==> src/rtl/multicycle_controller_pkg.sv <==
// Shared definitions for the multi-cycle RV64I control path (package ctrl_pkg):
// FSM states, opcode classes, major opcodes and ALU operation codes.
package ctrl_pkg;

  typedef enum logic [2:0] {
    ST_IDLE,
    ST_FETCH,
    ST_DECODE,
    ST_EXEC,
    ST_MEM,
    ST_WB,
    ST_ERROR,
    ST_TRAP
  } state_e;

  typedef enum logic [2:0] {
    CL_R,
    CL_IALU,
    CL_LD,
    CL_SD,
    CL_BEQ,
    CL_ILLEGAL
  } op_class_e;

  localparam logic [6:0] OP_R    = 7'b0110011;
  localparam logic [6:0] OP_IALU = 7'b0010011;
  localparam logic [6:0] OP_LD   = 7'b0000011;
  localparam logic [6:0] OP_SD   = 7'b0100011;
  localparam logic [6:0] OP_BEQ  = 7'b1100011;

  localparam logic [3:0] ALU_AND = 4'b0000;
  localparam logic [3:0] ALU_OR  = 4'b0001;
  localparam logic [3:0] ALU_ADD = 4'b0010;
  localparam logic [3:0] ALU_SUB = 4'b0110;

  localparam logic [2:0] F3_ADD = 3'b000;
  localparam logic [2:0] F3_OR  = 3'b110;
  localparam logic [2:0] F3_AND = 3'b111;

  function automatic op_class_e classify(input logic [6:0] op);
    op_class_e cls;
    case (op)
      OP_R:    cls = CL_R;
      OP_IALU: cls = CL_IALU;
      OP_LD:   cls = CL_LD;
      OP_SD:   cls = CL_SD;
      OP_BEQ:  cls = CL_BEQ;
      default: cls = CL_ILLEGAL;
    endcase
    return cls;
  endfunction

endpackage

==> src/rtl/multicycle_controller_alu_control.sv <==
// ALU operation decode: opcode class plus funct3/funct7[5] to alu_ctrl.
// Purely combinational; only meaningful while the controller is in EXEC.
module alu_control
  import ctrl_pkg::*;
(
  input  op_class_e  cls_i,
  input  logic [2:0] funct3_i,
  input  logic       funct7_5_i,
  output logic [3:0] alu_ctrl_o
);

  always_comb begin
    alu_ctrl_o = ALU_ADD;
    case (cls_i)
      CL_R, CL_IALU: begin
        case (funct3_i)
          F3_OR:   alu_ctrl_o = ALU_OR;
          F3_AND:  alu_ctrl_o = ALU_AND;
          // Immediate forms have no SUB, so funct7[5] only matters for R-type.
          F3_ADD:  alu_ctrl_o = (cls_i == CL_R && funct7_5_i) ? ALU_SUB : ALU_ADD;
          default: alu_ctrl_o = ALU_ADD;
        endcase
      end
      CL_BEQ:  alu_ctrl_o = ALU_SUB;
      default: alu_ctrl_o = ALU_ADD;
    endcase
  end

endmodule

==> src/rtl/multicycle_controller.sv <==
// Main control FSM of the multi-cycle RV64I core (R, I-ALU, LD, SD, BEQ).
// Optional: define ILLEGAL_OP_TRAP_EN to add the trap output and TRAP state.
module multicycle_controller
  import ctrl_pkg::*;
#(
  parameter int unsigned TIMEOUT = 16,
  parameter int unsigned CNT_W   = 32
) (
  input  logic             clk,
  input  logic             rst_n,
  input  logic             run,
  input  logic [6:0]       opcode,
  input  logic [2:0]       funct3,
  input  logic             funct7_5,
  output logic             imem_req,
  input  logic             imem_ready,
  output logic             dmem_req,
  output logic             dmem_we,
  input  logic             dmem_ready,
  output logic             ir_write,
  output logic             pc_write,
  output logic             pc_write_cond,
  output logic             reg_write,
  output logic             alu_src_b,
  output logic             mem_to_reg,
  output logic [3:0]       alu_ctrl,
  output logic             busy,
  output logic             error,
  output logic [CNT_W-1:0] instr_count
`ifdef ILLEGAL_OP_TRAP_EN
  ,
  output logic             trap
`endif
);

  localparam int unsigned TMO_W = (TIMEOUT > 1) ? $clog2(TIMEOUT) : 1;
  localparam logic [TMO_W-1:0] TMO_LAST = TMO_W'(TIMEOUT - 1);

  state_e           state_q, state_d;
  op_class_e        cls_q, cls_d;
  logic [TMO_W-1:0] tmo_q, tmo_d;
  logic [CNT_W-1:0] cnt_q, cnt_d;
  logic             retire;
  logic [3:0]       alu_ctrl_w;

  alu_control u_alu_control (
    .cls_i      (cls_q),
    .funct3_i   (funct3),
    .funct7_5_i (funct7_5),
    .alu_ctrl_o (alu_ctrl_w)
  );

  always_comb begin
    state_d = state_q;
    cls_d   = cls_q;
    tmo_d   = tmo_q;
    retire  = 1'b0;
    case (state_q)
      ST_IDLE: begin
        if (run) begin
          state_d = ST_FETCH;
          tmo_d   = '0;
        end
      end
      ST_FETCH: begin
        if (imem_ready)            state_d = ST_DECODE;
        else if (tmo_q == TMO_LAST) state_d = ST_ERROR;
        else                        tmo_d   = tmo_q + TMO_W'(1);
      end
      ST_DECODE: begin
        cls_d = classify(opcode);
        if (cls_d == CL_ILLEGAL) begin
`ifdef ILLEGAL_OP_TRAP_EN
          state_d = ST_TRAP;
`else
          retire  = 1'b1;
`endif
        end else begin
          state_d = ST_EXEC;
        end
      end
      ST_EXEC: begin
        case (cls_q)
          CL_BEQ: retire = 1'b1;
          CL_LD, CL_SD: begin
            state_d = ST_MEM;
            tmo_d   = '0;
          end
          default: state_d = ST_WB;
        endcase
      end
      ST_MEM: begin
        if (dmem_ready) begin
          if (cls_q == CL_SD) retire  = 1'b1;
          else                state_d = ST_WB;
        end else if (tmo_q == TMO_LAST) begin
          state_d = ST_ERROR;
        end else begin
          tmo_d = tmo_q + TMO_W'(1);
        end
      end
      ST_WB:    retire = 1'b1;
      ST_ERROR: state_d = ST_ERROR;
      ST_TRAP:  state_d = ST_TRAP;
      default:  state_d = ST_IDLE;
    endcase
    // run is only honoured at an instruction boundary.
    if (retire) begin
      state_d = run ? ST_FETCH : ST_IDLE;
      tmo_d   = '0;
    end
    cnt_d = retire ? cnt_q + CNT_W'(1) : cnt_q;
  end

  always_ff @(posedge clk or negedge rst_n) begin
    if (!rst_n) begin
      state_q <= ST_IDLE;
      cls_q   <= CL_R;
      tmo_q   <= '0;
      cnt_q   <= '0;
    end else begin
      state_q <= state_d;
      cls_q   <= cls_d;
      tmo_q   <= tmo_d;
      cnt_q   <= cnt_d;
    end
  end

  // Outputs decode the asynchronously reset state, so reset drops them at once.
  always_comb begin
    imem_req      = 1'b0;
    ir_write      = 1'b0;
    pc_write      = 1'b0;
    pc_write_cond = 1'b0;
    reg_write     = 1'b0;
    alu_src_b     = 1'b0;
    mem_to_reg    = 1'b0;
    alu_ctrl      = ALU_AND;
    dmem_req      = 1'b0;
    dmem_we       = 1'b0;
    error         = 1'b0;
`ifdef ILLEGAL_OP_TRAP_EN
    trap          = 1'b0;
`endif
    case (state_q)
      ST_FETCH: begin
        imem_req = 1'b1;
        ir_write = imem_ready;
        pc_write = imem_ready;
      end
      ST_EXEC: begin
        alu_ctrl      = alu_ctrl_w;
        alu_src_b     = (cls_q == CL_IALU) || (cls_q == CL_LD) || (cls_q == CL_SD);
        pc_write_cond = (cls_q == CL_BEQ);
      end
      ST_MEM: begin
        dmem_req = 1'b1;
        dmem_we  = (cls_q == CL_SD);
      end
      ST_WB: begin
        reg_write  = 1'b1;
        mem_to_reg = (cls_q == CL_LD);
      end
      ST_ERROR: error = 1'b1;
`ifdef ILLEGAL_OP_TRAP_EN
      ST_TRAP:  trap  = 1'b1;
`endif
      default: ;
    endcase
  end

  assign busy        = (state_q != ST_IDLE);
  assign instr_count = cnt_q;

endmodule

==> config.mk <==
export PLATFORM = sky130hd
export DESIGN_NAME = multicycle_controller
export DESIGN_NICKNAME = d
export VERILOG_FILES = /design/src/rtl/multicycle_controller_pkg.sv /design/src/rtl/multicycle_controller_alu_control.sv /design/src/rtl/multicycle_controller.sv
export SDC_FILE = /design/constraint.sdc
export NUM_CORES = 1
export LEC_CHECK = 0
export CAP_MARGIN = 20
export CORE_UTILIZATION = 49
export CTS_CLUSTER_SIZE = 20
export DETAILED_ROUTE_END_ITERATION = 8
export PLACE_DENSITY_LB_ADDON = 0.2
export SLEW_MARGIN = 20
export SYNTH_ARGS = -nofsm -noshare
export SYNTH_HDL_FRONTEND = slang
export SYNTH_HIERARCHICAL = 1
export SYNTH_SLANG_ARGS = --single-unit
==> constraint.sdc <==
create_clock -name clk -period 2.2 [get_ports clk]
set_input_delay 0.44 -clock clk [delete_from_list [all_inputs] [get_ports clk]]
set_output_delay 0.44 -clock clk [all_outputs]
set_load 0.03 [all_outputs]
-- After elaboration in Yosys (flattened, before gate mapping)
Cells that the tools add are included.
- equal/unequal tests: 27
- muxes and demuxes: 37
- $add $sub $neg: 2
- reduce and logical (&&, ||, !) cells: 13
- operators with widths (operator ; count):
    adder 32 x 1 -> 32 bit (second input constant) ; 1
    two-way mux 4 bit ; 7
    two-way mux 3 bit ; 9
    == test 3 bit (second input constant) ; 8
    case mux 3 bit (7 select lines) ; 1
    case mux 4 bit (4 select lines) ; 1
    != test 3 bit (second input constant) ; 5
    case mux 3 bit (5 select lines) ; 1
    == test 7 x 6 -> 1 bit (second input constant) ; 2
    two-way mux 1 bit ; 14
    == test 3 x 2 -> 1 bit (second input constant) ; 4
    case mux 4 bit (3 select lines) ; 1
    AND reduction 5 bit ; 2
    zero test 3 bit ; 3
    case mux 4 bit (2 select lines) ; 1
    nonzero test 8 bit ; 1
    == test 7 x 2 -> 1 bit (second input constant) ; 1
    == test 7 x 5 -> 1 bit (second input constant) ; 1
    == test 7 bit (second input constant) ; 1
    == test 3 x 1 -> 1 bit (second input constant) ; 2
    case mux 3 bit (2 select lines) ; 1
    nonzero test 5 bit ; 1
    adder 4 x 1 -> 4 bit (second input constant) ; 1
    == test 4 bit (second input constant) ; 1
    7 further kinds ; 9
- output and inout port bits: 47
- input port bits: 16
- register bits: 42

-- Longest topological paths before layout
Gate-level depths: netlist (run 1).
- depth after elaboration: 8
- depth in mapped cells: 7
- gate-level depth less buffers: 6

-- By module
Netlist (run 1), hierarchy kept.
- by module, submodules not included (module ; times used ; sequential area each (sq um) ; area each (sq um) ; cells each):
    multicycle_controller ; 1 ; 1051.0 ; 2376.0 ; 242
    alu_control ; 1 ; 0.0 ; 52.6 ; 7

-- Worst setup path before layout (run 1)
Ideal clock, no wire load.
- path kind: reg-to-output
- start: reg state_q[1]
- end: out mem_to_reg
- path slack: -417 ps
- arrival time: 2177 ps
- cell stages (with the launch flop): 4
- cells stage by stage: dfrtp_1 buf_4 nor3b_1 nor3b_1
- word-level cells in the longest chain between the ends: 2
- RTL lines (element ; line ; text):
    start, declared ; multicycle_controller.sv:39 ; state_e state_q, state_d;
    start signal, assigned ; multicycle_controller.sv:122 ; state_q <= state_d;
    == test 3 bit ; multicycle_controller.sv:145 ; case (state_q)
    two-way mux 1 bit ; multicycle_controller.sv:145 ;
    end, declared ; multicycle_controller.sv:25 ; output logic mem_to_reg,
Every way passes these cells.

-- Worst setup path in the final report (run 1)
- start: reg state_q[0]
- end: out mem_to_reg
The elaborated chain is that of the path after synthesis.

==> reports/results.ini, run 1 <==
[finish]
num-fill-cells = 387
nNetsFinal = 336
fin_area_sq_mm = 0.00323
layout-drive-gt1-share_pct = 13.2
layout.cells.non_filler = 386
syn2layout_area_growth_pct = 33.1
antenna_cells = 0

[floorplanning]
dieArea_sq_mm = 0.00524
fp.dieH_um = 72.4
initial_utilization_pct = 51.1
rows = 25
chipWidth_um = 72.4
design.core.area_sq_mm = 0.00475
pin_count = 63

[routing]
vias = 2101
wl_um = 5420
drc = 0
wl_met2_um = 2510
topRoutingLayerUsed = met4
final_antenna_net_count = 0
detail_route.iter0.violations = 135
dr.pass1.iters = 4
drt-met1-wl_um = 2670
wl_per_cell_um = 14.0
dr_wl_met3_um = 220
post_drt_via_cell_ratio = 5.44

[setup_path]
slowest_delay_ns = 0.49
critPathCaptureType = output pin
worstSetupPathType = flip-flop to output pin
worstSetupStartpoint = state_q[0]$_DFFE_PN0P_
cp.arrival_ns = 1.67
path_buf_inv = 2
crit_chain = inv_1, nor3b_2, nor3b_2, dlygate4sd2_1
startpoint_type = flip-flop
required_ns = 1.76
r2r_start = state_q[0]$_DFFE_PN0P_
critical_path.top_delay_family = buffers and inverters
path_common_cell = nor3b_2
cp_max_fo = 8
cpMaxStageDelayCell = dfrtp_1

[sta]
worstMarginPinSlew_ns = 0.525
clock-skew-final_ns = 0.00690
min_period_ns = 2.11
slew_violations = 0
holdWs_ns = 0.207
fmax_mhz = 474
rsz0062_at_grt = no
period_share_pct = 95.8
finalSetupViolations = 0
finalHoldViolations = 0
slew_headroom_pct = 65.0

[synth]
synth.area.top_cells = dfrtp_1 43%, xnor2_1 10%, and3_1 4.6%
ys_types = 44
synth-seq-area-share_pct = 43.3
synth-edff-count = 0
async_reset_ff_share_pct = 100
ys_warn_count = 6
syn_nets = 267
synth_top_area_cell = dfrtp_1
avgSynthCellArea_sq_um = 9.75
synth.top_cell.area_share_pct = 43.3
synth-main-ff-cell = dfrtp_1
ys_ff_latch = 42
syn_area_sq_mm = 0.00243
syn_inst = 249

[power_and_ir_drop]
finalPower_uw = 2780
power_density_mw_per_mm2 = 861
vdd_drop_max_v = 0.00103
power.leakage_uw = 0.00137

[place]
io_buffers = 61
dp_cells = 378
gp_congestion = 0.815
detailed_place_hpwl_um = 3860
place_area_sq_mm = 0.00314

[global_route]
grt_pass1_vias = 1970
grt_start_max_net_pins = 43
grt_remaining_overflow = 0
grt_pass1_wl_um = 8960
gr-usage-all-layers_pct = 21.6
antenna_found_initial = 0

[clock_network]
cts-root-buf = clkbuf_8
cts_tree = done
htreeDepth = 2
clock_latency_ns = 0.29
numCtsBuffers = 5
clock_sinks = 42
clock_path_buffers = 2
clk_pin_slew_worst_paths_ns = 0.08

[run_status]
status = complete, no violations

[job]
drv_cap = 0

[min_path]
worst_hold_path_type = input port to asynchronous set/reset pin

## routing by layer
layer	vias to the layer above	track usage [%]
met1	1010	30.0
met2	51	35.5
li1	1038	-
met4	0	4.36
met5	-	0
met3	2	4.03
## power breakdown
group	leakage (uW)	internal [uW]	switching (uW)	total [uW]
Sequential	0.000556	881	184	1070
Clock	0.0000472	252	263	516
Combinational	0.000768	535	667	1200
## through the flow
| stage | setup slack (ns) | utilization (%) | TNS (ns) |
|---|---|---|---|
| 4_1_cts | 0.0852 | 68.0 | 0 |
| 5_1_grt | 0.0143 | 68.0 | 0 |
| 6_report | 0.0914 | 68.0 | 0 |
| 2_1_floorplan | 0.0351 | - | 0 |
| 3_3_place_gp | -0.0464 | 66.1 | -0.0464 |
| 3_5_place_dp | -0.0718 | 66.1 | -0.0718 |
## cells in the mapped netlist (2+ instances only)
cell	instances
dfrtp_1	42
xnor2_1	29
nand2_1	20
and3_1	18
nand4_1	18
nand3_1	15
nor2_1	14
nor3_1	9
o21ai_0	8
a21oi_1	7
and2_1	5
buf_4	5
nand2b_1	5
and4_1	4
a2bb2oi_1	3
buf_2	3
clkbuf_1	3
inv_1	3
nor3b_1	3
xor2_1	3
a21oi_2	2
and2b_1	2
buf_6	2
ha_1	2
mux2i_1	2
nand4bb_1	2
nor3b_2	2
nor4b_2	2
## timing repair
action | in CTS | in global routing
resized for setup | 10 | 0
buffers inserted | 0 | 0
hold buffers | 0 | 0
setup endpoints to repair | 8 | 0
## layout make-up
| cell class | count | area (sq um) | area share [%] |
|---|---|---|---|
| multi-input combinational | 191 | 1290 | 39.9 |
| sequential | 42 | 1050 | 32.6 |
| timing repair buffer | 75 | 698 | 21.6 |
| tap | 67 | 83.8 | 2.59 |
| clock buffer | 6 | 82.6 | 2.56 |
| clock inverter | 2 | 12.5 | 0.387 |
| inverter | 3 | 11.3 | 0.348 |
## path summary, 6_finish.rpt
check / end / slack [ns] / cells after the start
worst min-delay path: instr_count[16]$_DFFE_PN0P_ / 0.21 / 2
worst min register to register: instr_count[31]$_DFFE_PN0P_ / 0.47 / 1
max in group asynchronous: state_q[1]$_DFFE_PN0P_ / 1.60 / 2
min in group clk: instr_count[31]$_DFFE_PN0P_ / 0.47 / 1
worst max register to register: tmo_q[3]$_DFFE_PN0P_ / 0.34 / 7
worst max-delay path: mem_to_reg / 0.09 / 4
## registers in the layout (all words and copies together), names as in the netlist
signal,count
state_q,3
tmo_q,4
instr_count,32
cls_q,3
## cell families (layout without fill, tap and decap cells)
group                    count (synthesis)  count (layout)  share of synthesized area [%]
AND/OR/NAND/NOR                        125             125                           30.8
flip-flops                              42              42                           43.3
XOR/XNOR                                32              32                           11.5
AO/OA/AOI/OAI                           28              28                           7.93
buffers and inverters                   16              86                           4.02
multiplexers                             3               3                           1.29
adder cells (fa/ha/maj)                  2               2                           1.03
other                                    1               1                          0.154
## layout by cell type, fill, tap and decap left out, drive strengths merged, types with 6 or more instances in the layout
cell            n
nor3            9
buf            21
and3           18
o21ai           8
dlygate4sd2     8
nand2          20
nor2           14
dfrtp          42
nand4          18
xnor2          29
clkbuf          6
a21oi           9
nand3          15
clkdlybuf4s50  46
Power figures use the tool's default switching activity.
==> run 2, diff against run 1 <==
--- a/config.mk
+++ b/config.mk
@@ -5,7 +5,7 @@
 export SDC_FILE = /design/constraint.sdc
 export NUM_CORES = 1
 export LEC_CHECK = 0
-export CAP_MARGIN = 20
+export CAP_MARGIN = 30
 export CORE_UTILIZATION = 49
 export CTS_CLUSTER_SIZE = 20
 export DETAILED_ROUTE_END_ITERATION = 8
==> results of run 2 <==
The final DEF is identical to that of run 1; final timing and power are the same.
==> run 3, diff against run 2 <==
==> constraint.sdc (replaced) <==
create_clock -name clk -period 2.2 [get_ports clk]
set_input_delay 0.33 -clock clk [delete_from_list [all_inputs] [get_ports clk]]
set_output_delay 0.33 -clock clk [all_outputs]
set_load 0.03 [all_outputs]
==> run 3 against run 2 <==
  * Sequential share of layout area about the same
  * Sequential power barely moved
  * Global-route usage about the same
  * Setup slack barely moved
  * Die area did not move
  * Worst hold slack worse by 0.15 ns
  * Final cell count decreased by 1.6%
  * Total power is 3.1% higher
  * Critical path type unchanged
  * Critical endpoint is now error
==> reports/results.ini, run 3 (synthesis gave the netlist of run 1 again) <==
[run_status]
status = complete, no violations

[sta]
clock-skew-final_ns = 0.0112  ; +0.00433 ns
period_share_pct = 95.8  ; about the same
min_period_ns = 2.11  ; -0.000227 ns
slew_headroom_pct = 55.6  ; -9.4 points
setup_tns_ns = 0  ; unchanged
fmax_mhz = 474  ; about the same
finalSetupViolations = 0  ; unchanged
rsz0062_at_grt = no
worstMarginPinSlew_ns = 0.666  ; +0.141 ns
slew_violations = 0  ; unchanged
setup_slack_ns = 0.0916  ; +0.000227 ns
finalHoldViolations = 0  ; unchanged

[clock_network]
clock_path_buffers = 2  ; unchanged
clk_pin_slew_worst_paths_ns = 0.08  ; about the same
postCtsSetupRepairBufs = 0  ; unchanged
cts_tree = done
clock_sinks = 42  ; unchanged
cts_hold_buf = 0  ; unchanged
numCtsBuffers = 5  ; unchanged
htreeDepth = 2  ; unchanged
clock_latency_ns = 0.30  ; about the same
cts-root-buf = clkbuf_8

[min_path]
worst_hold_path_type = input port to asynchronous set/reset pin

[global_route]
grtUsageMet1_pct = 30.0  ; about the same
grt.met2_usage_pct = 33.1  ; -2.4 points
busiest_layer = met2
gr-usage-all-layers_pct = 21.6  ; +0.026 points
grt_remaining_overflow = 0  ; unchanged
grt_use_met3_pct = 4.86  ; +0.83 points
grt_pass1_wl_um = 8730  ; -2.6%
grt_start_max_net_pins = 39  ; -9.3%
antenna_found_initial = 0  ; unchanged
grt_pass1_vias = 1872  ; -5.0%

[place]
gp_congestion = 0.854  ; +4.7%
detailed_place_hpwl_um = 3690  ; -4.3%
dpl_worst_slack_ns = 0.0741  ; +0.146 ns
io_buffers = 61  ; unchanged
dp_cells = 373  ; -1.3%

[setup_path]
required_ns = 1.87  ; +0.11 ns
r2r_slack_ns = 0.31  ; -0.03 ns
cp.arrival_ns = 1.78  ; +0.11 ns
r2r_start = instr_count[5]$_DFFE_PN0P_
startpoint_type = flip-flop
critPathCaptureType = output pin
cp_max_fo = 12  ; +4
rr_worst_depth = 5  ; -2
worstSetupPathType = flip-flop to output pin
worstSetupStartpoint = state_q[0]$_DFFE_PN0P_

[floorplanning]
pin_count = 63  ; unchanged
fp.dieH_um = 72.4  ; unchanged
dieArea_sq_mm = 0.00524  ; unchanged
initial_utilization_pct = 51.1  ; unchanged
chipWidth_um = 72.4  ; unchanged
rows = 25  ; unchanged
design.core.area_sq_mm = 0.00475  ; unchanged

[routing]
wl_per_cell_um = 13.8  ; -2.0%
drc = 0  ; unchanged
dr.pass1.iters = 4  ; unchanged
final_antenna_net_count = 0  ; unchanged
wl_um = 5230  ; -3.6%
detail_route.iter0.violations = 117  ; -13%
post_drt_via_cell_ratio = 5.51  ; +1.3%
vias = 2095  ; -0.29%

[power_and_ir_drop]
comb_power_share_pct = 41.2  ; -2.0 points
finalPower_uw = 2870  ; +3.1%
p_sw_uw = 1100  ; -0.99%
seqPwrFrac_pct = 37.1  ; -1.2 points
power.leakage_uw = 0.00139  ; +1.7%
p_int_uw = 1770  ; +5.9%
vdd_drop_max_v = 0.000619  ; -40%
p_sw_share_pct = 38.5  ; -1.6 points
power_density_mw_per_mm2 = 886  ; +2.9%
clkPwrFrac_pct = 21.6  ; +3.1 points

[finish]
syn2layout_area_growth_pct = 33.4
final_core_util_pct = 68.2  ; +0.18 points
final_common_cell = clkdlybuf4s50_1
nNetsFinal = 331  ; -1.5%
final_cell_mix = 48 x clkdlybuf4s50_1, 39 x dfrtp_1, 29 x xnor2_1
largest_reg_flops = 32  ; unchanged
antenna_cells = 0  ; unchanged
layout-drive-gt1-share_pct = 10.9  ; -2.3 points
layout.cells.non_filler = 380  ; -1.6%

[job]
drv_cap = 0  ; unchanged

## run 3: repair_timing
| item | CTS | global route |
|---|---|---|
| resized for setup | 12 | 3 |
| endpoints found under the setup margin | 10 | 3 |
| gates cloned | 0 | 0 |
## run 3: path summary, 6_finish.rpt
check / endpoint
worst max-delay path: error
worst min-delay path: instr_count[17]$_DFFE_PN0P_
worst max register to register: instr_count[29]$_DFFE_PN0P_
worst min register to register: instr_count[31]$_DFFE_PN0P_
max in group asynchronous: state_q[2]$_DFFE_PN0P_
min in group clk: instr_count[31]$_DFFE_PN0P_
## run 3: per-layer routing
metal  share of wire [%]  up-vias  wire length (um)
met4                 1.3        0                67
met5                   0        -                 0
li1                    -     1031                 -
met2                  45       55              2360
met1                  49     1002              2580
met3                 4.2        7               221
## run 3: critical path, stage by stage (launching register included)
cell             delay (ns)
dfrtp_2                0.48
and2b_1                0.23
and2_1                 0.12
clkdlybuf4s50_1        0.66
## run 3: per-stage QoR
step | instance area [sq um] | hold slack, ns
6_report | 3240 | 0.0592
5_1_grt | 3240 | 0.108
4_1_cts | 3230 | 0.0815
3_5_place_dp | 3120 | 0.407
3_3_place_gp | 3120 | 0.399
2_1_floorplan | 2440 | 0.0344
## run 3: layout make-up
type                            count  area (sq um)
Timing Repair Buffer               70           679
Sequential cell                    42          1050
Fill cell                         394          1510
Multi-Input combinational cell    191          1300
Clock inverter                      1          30.0
Inverter                            3          11.3
Clock buffer                        6          82.6
Tap cell                           67          83.8
## run 3: power groups by stage
stage / combinational, uW / sequential, uW / clock [uW]
detailed placement: 1190 / 1070 / 0
global route: 1280 / 1090 / 673
floorplan: 788 / 1090 / 0
CTS: 1190 / 1060 / 639
global placement: 1180 / 1070 / 0
finish: 1180 / 1070 / 621
